## config.mk

```make
export PLATFORM = sky130hd
export DESIGN_NAME = index_sequencer
export DESIGN_NICKNAME = d
export VERILOG_FILES = /design/src/rtl/index_sequencer.sv
export SDC_FILE = /design/constraint.sdc
export NUM_CORES = 1
export LEC_CHECK = 0
export ABC_AREA = 1
export ABC_CLOCK_PERIOD_IN_PS = 1150
export BUFFER_PORTS_ARGS = -buffer_cell sky130_fd_sc_hd__buf_2
export CAP_MARGIN = 20
export CELL_PAD_IN_SITES_DETAIL_PLACEMENT = 0
export CELL_PAD_IN_SITES_GLOBAL_PLACEMENT = 1
export CORE_MARGIN = 2
export CORE_UTILIZATION = 33
export CTS_CLUSTER_DIAMETER = 200
export CTS_CLUSTER_SIZE = 28
export DETAILED_ROUTE_END_ITERATION = 8
export PLACE_DENSITY = 0.7
export SLEW_MARGIN = 20
export SYNTH_ARGS = -nofsm -noshare
export SYNTH_HDL_FRONTEND = slang
export SYNTH_SLANG_ARGS = --single-unit
```

## constraint.sdc

```tcl
create_clock -name clk -period 1.15 [get_ports clk]
set_input_delay 0.2875 -clock clk [delete_from_list [all_inputs] [get_ports clk]]
set_output_delay 0.2875 -clock clk [all_outputs]
set_load 0.02 [all_outputs]
```

## src/rtl/index_sequencer.sv

```systemverilog
// Index sequencer: issues one seed load to the downstream register bank, then walks
// a ROWS x COLS index space over a valid/ready handshake and pulses done at the end.
module index_sequencer #(
    parameter int SIZE     = 3,
    parameter int ROWS     = 4,
    parameter int COLS     = 4,
    parameter int RW       = 2,
    parameter int CW       = 2,
    parameter int INIT_VAL = 0
) (
    input  logic            clk,
    input  logic            rst,
    input  logic            start,
    input  logic            ready,
    output logic [RW-1:0]   row,
    output logic [CW-1:0]   col,
    output logic            valid,
    output logic            init_en,
    output logic [SIZE-1:0] init_val,
    output logic            busy,
    output logic            done
);
    typedef enum logic [1:0] {IDLE, LOAD, RUN, DONE} state_t;

    localparam logic [RW-1:0]   ROW_LAST = RW'(ROWS - 1);
    localparam logic [CW-1:0]   COL_LAST = CW'(COLS - 1);
    localparam logic [SIZE-1:0] SEED     = SIZE'(INIT_VAL);

    state_t state;
    logic   beat;

    assign beat = valid & ready;

    // Every output is a register updated alongside the state, so start/ready never
    // reach an output combinationally.
    always_ff @(posedge clk or posedge rst) begin
        if (rst) begin
            state    <= IDLE;
            row      <= '0;
            col      <= '0;
            valid    <= 1'b0;
            init_en  <= 1'b0;
            init_val <= '0;
            busy     <= 1'b0;
            done     <= 1'b0;
        end else begin
            case (state)
                IDLE: begin
                    if (start) begin
                        state    <= LOAD;
                        init_en  <= 1'b1;
                        init_val <= SEED;
                        busy     <= 1'b1;
                    end
                end
                LOAD: begin
                    state    <= RUN;
                    init_en  <= 1'b0;
                    init_val <= '0;
                    valid    <= 1'b1;
                end
                RUN: begin
                    if (beat) begin
                        if (col == COL_LAST) begin
                            col <= '0;
                            if (row == ROW_LAST) begin
                                state <= DONE;
                                row   <= '0;
                                valid <= 1'b0;
                                done  <= 1'b1;
                            end else begin
                                row <= row + RW'(1);
                            end
                        end else begin
                            col <= col + CW'(1);
                        end
                    end
                end
                DONE: begin
                    state <= IDLE;
                    done  <= 1'b0;
                    busy  <= 1'b0;
                end
                default: begin
                    state <= IDLE;
                end
            endcase
        end
    end
endmodule

```

==> results.md <==
- Critical path arrival: 1.40 ns
- DRT iter0 DRCs: 6
- Residual DRC count: 0
- Max Fclk: 0.8090 GHz
- RR Endpoint: state[0]
- CTS tree: built
- Max VDD drop: 1.355 mV
- Depth of the CTS H-tree: 1
- DRT Pass-1 Iters: 3
- Vias in the first global route: 548
- Avg Inst Size Synth: 7.980 um^2
- Top cell type by total area after synthesis: dfrtp_1
- Total power: 3.055 mW
- Clk buf depth: 2
- Vias per cell: 4.172
- Worst setup path class: reg -> reg
- Die Y: 48.53 um
- Commonest cells after routing, fill and taps aside: 20 x nand2_1, 12 x buf_6, 8 x inv_1, 7 x dfrtp_1, 6 x ha_4
- P&R area growth vs syn: 55.64%
- Setup slack after layout: -0.08605 ns
- Fin crit period: 1.236 ns
- Num rows: 16
- CP endpoint kind: register
- Unique masters post-synth: 19
- Reg2reg path depth: 5
- Port buffer count: 11
- Failing checks: setup timing
- Num CTS Buffers: 3
- Final hold violations: 0
- Commonest non-fill, non-tap cell in the layout: nand2_1
- Post-synthesis sequential area ratio: 0.3824
- Yosys warnings: 0
- Core Area: 1922 um^2
- Critical path fanouts, max: 4
- Initial Utilization: 0.3405
- DIE AREA: 2355 um^2
- Post-Synthesis Cell Area: 654.4 um^2
- Number of I/O pins: 15
- Syn Inst Count: 82
- Die Width: 48.53 um
- Tcrit/Tclk final: 1.075
- Post-Route WL: 1419 um
- Share of layout cells above drive strength 1: 0.5234
- Top cell type's share of synthesized area: 0.3824
- Routability cong.: 0.8006
- Clk sinks: 10
- Final non-filler cell total: 134
- Routed length per instance: 10.59 um
- Pin count of the biggest net entering global routing: 11
- Post-DP HPWL: 952.2 um
- Placed cells: 123
- Synth Register Bits: 10
- Via count: 559
- Internal reg-to-reg setup slack: -0.09 ns
- Slew Viols, Final: 0
- Final Skew: 0.007200 ns
- HP Class: in -> reg
- CP Launch Type: register
- Status: finished with violations
- Clock-pin slew of the registers on the worst-case setup and hold paths: 0.08 ns
- Worst skew pair latency: 0.28 ns
- Final ANT Viol Nets: 0
- Ant diodes: 0
- Root buf cell: clkbuf_4
- Cell Pwr Density: 3000 nW/um^2
- Initial antenna violation count: 0
- GRT overflow: 0
- Total GRT Usage: 0.1335
- Crit path launch: state[1]
- Unrepaired setup endpoints after global routing: yes
- Max cap viols: 0
- Global-route wire length before repair: 2380 um
- Fill cells: 180
- Synth top area cells: dfrtp_1 38%, ha_1 13%, nand2_1 13%
- LEAKAGE: 0.5200 nW
- Fin nets: 119
- CP required: 1.31 ns
- RR Startpoint: state[1]
- Crit path capture: state[0]
- Final setup vio count: 8
## power breakdown
part	internal, mW	total, mW	switching, mW
clock network	0.193	0.337	0.145
registers	0.535	0.717	0.182
logic	0.972	2.00	1.03
total	1.70	3.06	1.36
## flip-flops by register name (all words and copies together) (netlist names)
register and cells:
state 2, busy 1, init_en 1, row 2, valid 1, col 2, done 1
## cell usage after synthesis
| cell | n |
|---|---|
| a21oi_1 | 1 |
| buf_4 | 3 |
| conb_1 | 1 |
| dfrtp_1 | 10 |
| ha_1 | 7 |
| inv_1 | 15 |
| inv_2 | 1 |
| nand2_1 | 22 |
| nand2_2 | 4 |
| nand2_4 | 1 |
| nand3_1 | 1 |
| nor2_1 | 4 |
| nor2_2 | 1 |
| nor2_4 | 1 |
| o21ai_0 | 1 |
| o21ai_2 | 1 |
| o21bai_1 | 4 |
| o22ai_1 | 2 |
| or2_2 | 2 |
## logic make-up after synthesis
| logic type | count (synthesis) | synth area share |
|---|---|---|
| and+or+nand+nor | 36 | 0.2581 |
| buffers and inverters | 19 | 0.1262 |
| DFF | 10 | 0.3824 |
| AOI/OAI and AO/OA | 9 | 0.09368 |
| adders and majority gates | 7 | 0.1338 |
| other | 1 | 0.005731 |
## worst min-delay path by stage
stage	startpoint	endpoint	slack, ns	depth (start not counted)
floorplan	rst	busy	0.13	1
global placement	rst	row[1]	0.31	2
detailed placement	rst	row[1]	0.29	2
CTS	start	init_en	0.35	5
global route	start	init_en	0.37	5
finish	start	init_en	0.35	5
## critical path: stages, from the launching register on
cell	delay (ns)
dfrtp_2	0.47
inv_4	0.07
ha_4	0.16
or2_2	0.29
nand2_1	0.07
nand2_1	0.05
## per-layer routing
metal	up-vias	GRT usage	wire length, um	part of all wire
met5	-	0	0	0
met4	0	0.07143	30	0.021
met3	5	0.04012	43	0.030
met2	9	0.2384	769	0.54
met1	249	0.1404	575	0.41
li1	296	-	-	-
## metrics by stage
step	setup slack, ns	hold WS, ns	TNS, ns	util	cell area (um^2)
4_1_cts	-0.05837	0.3459	-0.3221	0.4941	949.7
3_5_place_dp	-0.1130	0.2916	-0.5249	0.3984	765.7
5_1_grt	-0.1596	0.3739	-1.025	0.5299	1018
6_report	-0.08605	0.3534	-0.3923	0.5299	1018
3_3_place_gp	-0.1129	0.3062	-0.4720	0.3984	765.7
2_1_floorplan	-0.004465	0.1275	-0.004465	-	669.4
## timing repair
item / 4_1_cts / 5_1_grt
buffers inserted: 6 / 0
hold endpoints to repair: 10 / 0
gates resized for setup: 26 / 18
pin swaps: 10 / 4
hold buffers: 1 / 0
endpoints found under the setup margin: 10 / 16
## final cells by class
type,instances,area [um^2],share of cell area
Inverter,16,67.56,0.06634
Multi-Input combinational cell,55,426.7,0.4189
Clock buffer,4,36.28,0.03563
Tap cell,27,33.78,0.03317
Sequential cell,10,254.0,0.2494
Timing Repair Buffer,22,200.2,0.1966
Note: power is estimated with default switching activity, not from simulation.
